### config.mk
export PLATFORM = sky130hd
export DESIGN_NAME = ederah_kernel_ctrl
export DESIGN_NICKNAME = d
export VERILOG_FILES = /design/src/rtl/ederah_ctrl_pkg.sv /design/src/rtl/ederah_ctrl_chan_tracker.sv /design/src/rtl/ederah_kernel_ctrl.sv
export SDC_FILE = /design/constraint.sdc
export NUM_CORES = 1
export LEC_CHECK = 0
export ABC_AREA = 1
export CAP_MARGIN = 25
export CORE_AREA = 5 5 169 171
export CTS_BUF_LIST = sky130_fd_sc_hd__clkbuf_16
export CTS_CLUSTER_DIAMETER = 200
export DETAILED_ROUTE_END_ITERATION = 16
export DIE_AREA = 0 0 174 176
export PLACE_DENSITY = 0.67
export SYNTH_ARGS = -nofsm -noshare
export SYNTH_HDL_FRONTEND = slang
export SYNTH_SLANG_ARGS = --single-unit
### constraint.sdc
create_clock -name data_clk -period 2.8 [get_ports data_clk]
set_input_delay 0.42 -clock data_clk [delete_from_list [all_inputs] [get_ports data_clk]]
set_output_delay 0.42 -clock data_clk [all_outputs]
set_load 0.01 [all_outputs]
### src/rtl/ederah_ctrl_pkg.sv
// Shared types and helpers for the EDERAH kernel control sequencer.
// Holds the FSM state encoding and the cache-line to byte conversion.
package ederah_ctrl_pkg;

    typedef enum logic [2:0] {
        IDLE,
        LATCH,
        START,
        RUN,
        DONE
    } ctrl_state_t;

    localparam int CL_BYTES_LOG2 = 6;
    localparam int MAX_XFER_W    = 64;

    // Callers truncate the result to their own size width.
    function automatic logic [MAX_XFER_W-1:0] cls_to_bytes(
        input logic [MAX_XFER_W-1:0] cls
    );
        return cls << CL_BYTES_LOG2;
    endfunction

endpackage

### src/rtl/ederah_ctrl_chan_tracker.sv
// Per-channel tracker: pending bit plus optional cycle counter.
// Counter logic exists only when EDERAH_CTRL_STATS_EN is defined.
module ederah_ctrl_chan_tracker
    import ederah_ctrl_pkg::*;
#(
    parameter int C_CNT_WIDTH = 32
) (
    input  logic                   clk_i,
    input  logic                   rst_n_i,
    input  logic                   clr_i,
    input  logic                   load_i,
    input  logic                   en_i,
    input  logic                   run_i,
    input  logic                   done_i,
    output logic                   pending_o,
    output logic                   pending_run_o,
    output logic [C_CNT_WIDTH-1:0] cycles_o
);

    logic pending_q;
    logic pending_d;
    logic accept;

    // A done only counts while running and still pending.
    assign accept        = run_i & done_i & pending_q;
    assign pending_run_o = pending_q & ~accept;
    assign pending_o     = pending_q;

    // Pending next-state: clear on latch, arm on start, drop on accept.
    always_comb begin
        pending_d = pending_q;
        if (clr_i) begin
            pending_d = 1'b0;
        end else if (load_i) begin
            pending_d = en_i;
        end else if (accept) begin
            pending_d = 1'b0;
        end
    end

    // Pending register.
    always_ff @(posedge clk_i) begin
        if (!rst_n_i) begin
            pending_q <= 1'b0;
        end else begin
            pending_q <= pending_d;
        end
    end

`ifdef EDERAH_CTRL_STATS_EN
    logic [C_CNT_WIDTH-1:0] cnt_q;
    logic [C_CNT_WIDTH-1:0] cnt_d;

    // Count RUN cycles while pending, including the accepting cycle.
    always_comb begin
        cnt_d = cnt_q;
        if (clr_i) begin
            cnt_d = '0;
        end else if (run_i && pending_q && (cnt_q != '1)) begin
            cnt_d = cnt_q + C_CNT_WIDTH'(1);
        end
    end

    // Cycle counter register.
    always_ff @(posedge clk_i) begin
        if (!rst_n_i) begin
            cnt_q <= '0;
        end else begin
            cnt_q <= cnt_d;
        end
    end

    assign cycles_o = cnt_q;
`else
    assign cycles_o = '0;
`endif

endmodule

### src/rtl/ederah_kernel_ctrl.sv
// Kernel control sequencer: ap_start edge -> one multi-channel run.
// Optional per-channel statistics under EDERAH_CTRL_STATS_EN.
module ederah_kernel_ctrl
    import ederah_ctrl_pkg::*;
#(
    parameter int C_NUM_CHANNELS    = 4,
    parameter int C_XFER_SIZE_WIDTH = 32,
    parameter int C_CNT_WIDTH       = 32
) (
    input  logic                                        data_clk,
    input  logic                                        data_rst_n,
    input  logic                                        ap_start,
    output logic                                        ap_idle,
    output logic                                        ap_done,
    input  logic [C_NUM_CHANNELS-1:0]                   ch_enable_i,
    input  logic [C_NUM_CHANNELS*C_XFER_SIZE_WIDTH-1:0] xfer_cls_i,
    input  logic [C_CNT_WIDTH-1:0]                      timeout_cycles_i,
    output logic [C_NUM_CHANNELS*C_XFER_SIZE_WIDTH-1:0] ch_xfer_bytes_o,
    output logic [C_NUM_CHANNELS-1:0]                   ch_start_o,
    input  logic [C_NUM_CHANNELS-1:0]                   ch_done_i,
    output logic                                        timeout_o,
    output logic [C_NUM_CHANNELS-1:0]                   pending_o,
    output logic [C_NUM_CHANNELS*C_CNT_WIDTH-1:0]       ch_cycles_o
);

    localparam int N  = C_NUM_CHANNELS;
    localparam int W  = C_XFER_SIZE_WIDTH;
    localparam int CW = C_CNT_WIDTH;

    ctrl_state_t state_q;
    ctrl_state_t state_d;

    logic          ap_start_r_q;
    logic          start_pulse;
    logic [N-1:0]  mask_q;
    logic [N-1:0]  mask_d;
    logic [N*W-1:0] bytes_q;
    logic [N*W-1:0] bytes_d;
    logic [CW-1:0] wd_q;
    logic [CW-1:0] wd_d;
    logic          to_q;
    logic          to_d;

    logic [N-1:0]  pend;
    logic [N-1:0]  pend_run;
    logic          clr;
    logic          load;
    logic          run;
    logic          all_done;
    logic          wd_hit;

    assign start_pulse = ap_start & ~ap_start_r_q;
    assign clr         = (state_q == LATCH);
    assign load        = (state_q == START);
    assign run         = (state_q == RUN);
    assign all_done    = ~|pend_run;
    assign wd_hit      = (timeout_cycles_i != '0) &&
                         (wd_q == timeout_cycles_i - CW'(1));

    // Per-channel pending and statistics.
    for (genvar g = 0; g < N; g++) begin : g_chan
        ederah_ctrl_chan_tracker #(
            .C_CNT_WIDTH(CW)
        ) u_trk (
            .clk_i        (data_clk),
            .rst_n_i      (data_rst_n),
            .clr_i        (clr),
            .load_i       (load),
            .en_i         (mask_q[g]),
            .run_i        (run),
            .done_i       (ch_done_i[g]),
            .pending_o    (pend[g]),
            .pending_run_o(pend_run[g]),
            .cycles_o     (ch_cycles_o[g*CW +: CW])
        );
    end

    // State and datapath registers.
    always_ff @(posedge data_clk) begin
        if (!data_rst_n) begin
            state_q      <= IDLE;
            ap_start_r_q <= 1'b0;
            mask_q       <= '0;
            bytes_q      <= '0;
            wd_q         <= '0;
            to_q         <= 1'b0;
        end else begin
            state_q      <= state_d;
            ap_start_r_q <= ap_start;
            mask_q       <= mask_d;
            bytes_q      <= bytes_d;
            wd_q         <= wd_d;
            to_q         <= to_d;
        end
    end

    // Next-state: completion has priority over the watchdog.
    always_comb begin
        state_d = state_q;
        unique case (state_q)
            IDLE:  if (start_pulse) state_d = LATCH;
            LATCH: state_d = START;
            START: state_d = RUN;
            RUN: begin
                if (all_done || wd_hit) begin
                    state_d = DONE;
                end
            end
            DONE:  state_d = IDLE;
            default: state_d = IDLE;
        endcase
    end

    // Datapath next values: latch sizes, run watchdog, sticky timeout.
    always_comb begin
        mask_d  = mask_q;
        bytes_d = bytes_q;
        wd_d    = wd_q;
        to_d    = to_q;
        if ((state_q == IDLE) && start_pulse) begin
            to_d = 1'b0;
        end
        if (state_q == LATCH) begin
            mask_d = ch_enable_i;
            wd_d   = '0;
            for (int i = 0; i < N; i++) begin
                bytes_d[i*W +: W] = W'(cls_to_bytes(
                    MAX_XFER_W'(xfer_cls_i[i*W +: W])));
            end
        end
        if (state_q == RUN) begin
            if (wd_q != '1) begin
                wd_d = wd_q + CW'(1);
            end
            if (!all_done && wd_hit) begin
                to_d = 1'b1;
            end
        end
    end

    // Outputs decoded from state.
    always_comb begin
        ap_idle    = (state_q == IDLE) || (state_q == DONE);
        ap_done    = (state_q == DONE);
        ch_start_o = (state_q == START) ? mask_q : '0;
    end

    assign ch_xfer_bytes_o = bytes_q;
    assign timeout_o       = to_q;
    assign pending_o       = pend;

endmodule

==> parameters.txt, run 1 <==
Parameter                              Value

Status
  Run status ... completed

Critical path
  Slowest stage cell on the critical path ... sky130_fd_sc_hd__clkdlybuf4s50_1
  Reg2Reg Depth ... 14
  Required time worst endpoint ... 2.38 ns
  Crit Path Category ... reg -> out
  Endpoint kind of the worst setup timing path ... output pin
  Setup slack, reg-to-reg ... 0.42 ns
  Type of element launching the critical path ... flip-flop
  Capture instance of the worst register-to-register path ... wd_q[4]
  Ordered cell list for the critical path ... inv_1, nor2_1, inv_1, nor2_1, clkdlybuf4s50_1
  Critical Path AT ... 2.12 ns
  Delay of the slowest critical-path stage ... 0.57 ns
  Critical R2R Launch ... wd_q[0]
  Maximum fanout count along the critical path ... 5

Timing
  Setup-failing EPs final ... 0
  Fin Clk Skew ... 0.0106 ns
  Slew headroom ... 57.1%
  Slew Limit Fails ... 0
  Final worst path period share ... 90.7%
  Setup repair after global routing missed its margin ... no
  Achievable frequency ... 394 MHz
  Transition time of the tightest slew-check pin ... 0.644 ns
  Post-layout min period ... 2.54 ns
  Final setup margin ... 0.260 ns
  Number of endpoints with negative hold slack in the final report ... 0

Detailed routing
  Via count of the routed design ... 8,430
  Drt wl/cell ... 14.2 um
  Total DRC errors in the routed layout ... 0
  Drt total wl ... 26,800 um
  Via density ... 4.45
  DR pass1 iterations ... 5
  Routed Antenna Nets ... 0
  DRT iter0 DRCs ... 484

Logic synthesis
  Syn Std Cell Area ... 0.00855 mm^2
  Sequential fraction of the synthesis area ... 34.9%
  Total of flip-flops plus latches after synthesis ... 149
  Fraction of synthesis flops using an asynchronous set or reset pin ... 0%
  Post-synthesis xor/xnor area fraction ... 3.24%
  Post-synthesis mux area share ... 0%
  Count of flip-flops with a built-in enable after synthesis ... 0
  Cell count after synthesis ... 1,287
  Largest family of logic cells by synthesized area ... simple AND/OR/NAND/NOR gates
  Number of warning messages in the yosys log ... 0
  Post-Synth Adder-Cell Area ... 0.293%
  Synth Area in Compound Gates ... 11.3%
  Number of distinct library cells after synthesis ... 41
  Dominant synthesized flop cell ... sky130_fd_sc_hd__dfxtp_1
  Simple-gate portion of the synthesized area ... 30.2%
  Mean post-synth cell area ... 6.64 um^2

GRT
  Largest net degree at the start of global routing ... 129
  First-pass GRT wire length ... 41,900 um
  Number of antenna violations at the first check in global routing ... 0
  Via count of the first global-routing pass ... 8,203
  Congestion Overflow GR ... 0
  Overall routing resource usage ... 16.7%

Placement
  Half-perimeter wire length of the detailed placement result ... 20,400 um
  PortBufs ... 261
  Final Wtd Congestion ... 0.932
  Pre-CTS setup slack ... -0.158 ns
  Cell area after placement ... 0.0110 mm^2

Final layout
  Final instance area ... 0.0116 mm^2
  Core utilization of the finished layout ... 43.4%
  Number of nets in the layout ... 1,712
  Fraction of layout cells with a size suffix above 1 ... 4.70%
  Antenna cell count ... 0
  Fill cell total of the finished layout ... 2,752
  Layout Area Growth over Synthesis ... 35.6%

Clocking
  Number of setup buffers added after CTS ... 0
  Resized Gates After CTS ... 0
  Clock latency on the worst-skew pair ... 0.42 ns
  Buffers from clock root to sink, at most ... 2
  Clk Tree Root Cell ... sky130_fd_sc_hd__clkbuf_16
  Clock tree from TritonCTS ... yes
  Clk pin slew, worst setup/hold paths ... 0.07 ns
  CTS H-Tree Depth ... 4
  Sink Count ... 149
  Cts hold-fix bufs ... 0
  Num CTS Buffers ... 17

Floorplan
  Rows ... 60
  Number of ports placed on the die boundary ... 438
  Starting utilization of the core area ... 32.0%
  Horizontal extent of the die ... 174 um
  Die area ... 0.0306 mm^2
  Core region area ... 0.0267 mm^2
  Chip height ... 176 um

Hold path
  Worst min path class ... in -> reg
  Endpoint of the worst hold path ... state_q[0]
  Start point of the worst min-delay path ... data_rst_n
  Worst hold stages ... 3

Power and ir drop
  Peak ir drop on the vdd network ... 0.000374 V
  P per Cell Area ... 544 mW/mm^2
  Leakage ... 0.00495 uW

Run
  Number of max-cap violations ... 0
==> cells by family after synthesis <==
logic type | Yosys count
compound gates | 184
xor+xnor | 30
other cells | 1
fa+ha+maj | 2
simple gates | 625
buf+inv | 296
flops | 149
==> critical path: cells and delay by family, from the launching register on <==
family	cells	cell delay (ns)
buf+inv	3	0.83
simple gates	2	0.45
flops	1	0.42
==> cell type report <==
class                   instances  area (um^2)  area share, %
well taps                     341          427           3.68
clock inverters                15          158           1.36
clock buffers                  17          425           3.67
repair buffers                284         2820           24.3
inverters                      94          355           3.07
flip-flops and latches        149         2980           25.7
multi-input cells             993         4420           38.2
==> placed cells by master, fill, tap and decap left out, drive strengths merged, types with 4 or more instances in the layout <==
| master | netlist | final |
|---|---|---|
| inv | 93 | 104 |
| nand2 | 196 | 196 |
| nor4 | 6 | 6 |
| nor2 | 331 | 331 |
| o21ai | 145 | 145 |
| conb | 1 | 152 |
| nand3b | 4 | 4 |
| dfxtp | 149 | 149 |
| xor2 | 19 | 19 |
| nand3 | 42 | 42 |
| a21oi | 24 | 24 |
| clkdlybuf4s50 | 0 | 260 |
| xnor2 | 10 | 10 |
| nand4 | 18 | 18 |
| nor3 | 25 | 25 |
| o21a | 4 | 4 |
| clkbuf | 38 | 17 |
| buf | 164 | 24 |
==> worst max path at each step <==
| stage | cells after the start | slack [ns] | end | from |
|---|---|---|---|---|
| 3_3_place_gp | 18 | -0.13 | state_q[0] | timeout_cycles_i[0] |
| 2_1_floorplan | 17 | 0.70 | state_q[0] | timeout_cycles_i[0] |
| 6_report | 5 | 0.26 | ch_start_o[2] | state_q[1] |
| 5_1_grt | 18 | 0.03 | state_q[0] | timeout_cycles_i[0] |
| 4_1_cts | 5 | 0.21 | ch_start_o[3] | state_q[1] |
| 3_5_place_dp | 18 | -0.16 | state_q[0] | timeout_cycles_i[0] |
==> flip-flops by register name (all words and copies together), names as in the netlist <==
name / flops
timeout_o: 1
mask_q: 4
ap_start_r_q: 1
g_chan.u_trk.pending_o: 4
ch_xfer_bytes_o: 104
state_q: 3
wd_q: 32
==> power breakdown <==
part | internal [uW] | switching [uW]
Combinational | 723 | 807
Clock | 1270 | 1040
Sequential | 2350 | 111
==> cell usage after synthesis (all sizes together), types with 4 or more instances <==
master    n  area share, %
nor2    331             15
nand2   196            8.7
buf     164             14
dfxtp   149             35
o21ai   145            8.5
inv      93            4.1
nand3    42            2.5
clkbuf   38            1.7
nor3     25            1.8
a21oi    24            1.4
xor2     19            1.9
nand4    18            1.4
xnor2    10            1.0
nor4      6           0.51
nand3b    4           0.35
o21a      4           0.35
==> per-stage QoR <==
step           hold WS, ns  total power (uW)  setup TNS [ns]  instances
2_1_floorplan        0.430              3340               0       1438
3_3_place_gp         0.438              4030          -0.282       1861
3_5_place_dp         0.448              4040          -0.425       1861
4_1_cts              0.380              6390               0       1893
5_1_grt              0.404              6660               0       1893
6_report             0.415              6300               0       1893
==> per-layer routing <==
layer / vias up / part of all wire, % / GRT usage [%] / wire length (um)
met3: 31 / 10 / 6.83 / 2800
li1: 4280 / - / - / -
met5: - / 0 / 0 / 0
met1: 3775 / 40 / 18.5 / 10600
met4: 0 / 1.7 / 4.85 / 465
met2: 344 / 48 / 29.5 / 12900
Power figures use the tool's default switching activity.
==> run 2, diff against run 1 <==
Settings changed: CORE_AREA 5 5 169 171 to 5 5 167 169, CTS_BUF_LIST sky130_fd_sc_hd__clkbuf_16 to sky130_fd_sc_hd__clkbuf_8, DIE_AREA 0 0 174 176 to 0 0 172 174.
==> parameters.txt, run 2 (same netlist as run 1, synthesis figures left out) <==
Parameter                              Value

Placement
  Half-perimeter wire length of the detailed placement result ... 20,300 um
  PortBufs ... 261
  Pre-CTS setup slack ... -0.135 ns
  Final Wtd Congestion ... 0.849

Critical path
  Reg2Reg Depth ... 13
  Maximum fanout count along the critical path ... 5
  Critical Path AT ... 2.11 ns
  Crit path top cell by count ... sky130_fd_sc_hd__inv_1
  Type of element launching the critical path ... flip-flop
  Slowest stage cell on the critical path ... sky130_fd_sc_hd__clkdlybuf4s50_1
  Crit Path Category ... reg -> out
  Required time worst endpoint ... 2.38 ns
  Delay of the slowest critical-path stage ... 0.57 ns
  Setup slack, reg-to-reg ... 0.43 ns
  Endpoint kind of the worst setup timing path ... output pin
  Ordered cell list for the critical path ... inv_1, nor2_2, inv_1, nor2_1, clkdlybuf4s50_1

GRT
  Overall routing resource usage ... 17.1%
  Number of antenna violations at the first check in global routing ... 1
  Largest net degree at the start of global routing ... 129
  First-pass GRT wire length ... 41,600 um
  Congestion Overflow GR ... 0
  Via count of the first global-routing pass ... 8,194

Detailed routing
  Drt wl/cell ... 14.1 um
  Drt total wl ... 26,900 um
  Total DRC errors in the routed layout ... 0
  Via density ... 4.44
  DR pass1 iterations ... 4
  Routed Antenna Nets ... 0
  Via count of the routed design ... 8,429
  DRT iter0 DRCs ... 381

Final layout
  Max reg flops ... 104
  Most common library cell in the layout ignoring fill and taps ... sky130_fd_sc_hd__nor2_1
  Layout Area Growth over Synthesis ... 34.6%
  Total area of sequential cells ... 0.00298 mm^2
  Fraction of layout cells with a size suffix above 1 ... 5.20%
  Fill cell total of the finished layout ... 2,721
  Number of nets in the layout ... 1,719
  Area occupied by multi-input gates ... 0.00443 mm^2
  Commonest cells after routing, fill and taps aside ... sky130_fd_sc_hd__nor2_1 (324), sky130_fd_sc_hd__clkdlybuf4s50_1 (260), sky130_fd_sc_hd__nand2_1 (194)
  Core utilization of the finished layout ... 43.5%

Run
  Number of max-cap violations ... 0

Timing
  Slew Limit Fails ... 0
  Transition time of the tightest slew-check pin ... 0.792 ns
  Slew headroom ... 47.2%
  Fin Clk Skew ... 0.0140 ns
  Final worst path period share ... 90.3%
  Number of endpoints with negative hold slack in the final report ... 0
  Post-layout min period ... 2.53 ns
  Setup repair after global routing missed its margin ... no
  Setup-failing EPs final ... 0
  Final setup margin ... 0.271 ns
  Achievable frequency ... 395 MHz

Hold path
  Worst hold stages ... 2
  Worst min path class ... reg -> reg

Clocking
  Sink Count ... 149
  Clock latency on the worst-skew pair ... 0.44 ns
  Num CTS Buffers ... 17
  Clock tree from TritonCTS ... yes
  Clk pin slew, worst setup/hold paths ... 0.09 ns
  Clk Tree Root Cell ... sky130_fd_sc_hd__clkbuf_8
  CTS H-Tree Depth ... 4
  Buffers from clock root to sink, at most ... 2

Power and ir drop
  Leakage ... 0.00492 uW
  P per Cell Area ... 515 mW/mm^2
  Peak ir drop on the vdd network ... 0.000303 V

Floorplan
  Number of ports placed on the die boundary ... 438
  Starting utilization of the core area ... 32.3%
  Horizontal extent of the die ... 172 um
  Die area ... 0.0299 mm^2
  Chip height ... 174 um
  Rows ... 60
  Core region area ... 0.0264 mm^2

Status
  Run status ... completed
## run 2: cell types whose count changed in the layout (fill, tap and decap cells not counted), moves of 2 or more
cell / before / now
sky130_fd_sc_hd__clkbuf_8: 0 / 17
sky130_fd_sc_hd__buf_4: 21 / 29
sky130_fd_sc_hd__bufinv_16: 1 / 4
sky130_fd_sc_hd__inv_8: 5 / 3
sky130_fd_sc_hd__clkbuf_16: 17 / 0
## run 2: worst paths after layout
check / from / to
worst max-delay path: state_q[1] / ch_start_o[2]
worst min-delay path: mask_q[0] / mask_q[0]
worst max register to register: wd_q[0] / wd_q[5]
worst min register to register: mask_q[0] / mask_q[0]
## run 2: per-layer routing
layer  vias to the layer above  global-route usage (%)  routed length (um)
li1                       4290                       -                   -
met1                      3778                    19.2               10400
met2                       333                    29.2               12800
met3                        28                    7.73                3200
met4                         0                    4.62                 453
met5                         -                       0                   0
## run 2: through the flow
step,power [uW],TNS [ns],hold slack (ns),area (um^2),cells
2_1_floorplan,3340,0,0.430,9110,1438
3_3_place_gp,4030,-0.124,0.440,11000,1868
3_5_place_dp,4040,-0.311,0.443,11000,1868
4_1_cts,6000,0,0.426,11500,1899
5_1_grt,6280,0,0.462,11500,1900
6_report,5930,0,0.456,11500,1900
## run 2: area by class of cell
class	count	share of cell area (%)
clock inverters	14	1.86
clock buffers	17	2.03
flip-flops and latches	149	25.9
diodes	1	0.0218
inverters	94	3.09
repair buffers	291	24.9
multi-input cells	993	38.5
well taps	341	3.71
## run 2: power breakdown
| part | internal, uW | total [uW] | switching [uW] | leakage, uW |
|---|---|---|---|---|
| Sequential | 2350 | 2460 | 113 | 0.00122 |
| Combinational | 725 | 1530 | 809 | 0.00348 |
| Clock | 1000 | 1930 | 932 | 0.000224 |
| Total | 4070 | 5930 | 1850 | 0.00492 |
## run 2: critical path: cells and delay by family, from the launching register on
| kind | cells | cell delay [ns] |
|---|---|---|
| simple gates | 2 | 0.41 |
| buf+inv | 3 | 0.82 |
| flops | 1 | 0.44 |
## run 2: what timing repair did
item / CTS / global route
resized for setup: 0 / 1
hold buffers: 0 / 0
buffers inserted: 0 / 0
setup endpoints to repair: 0 / 3
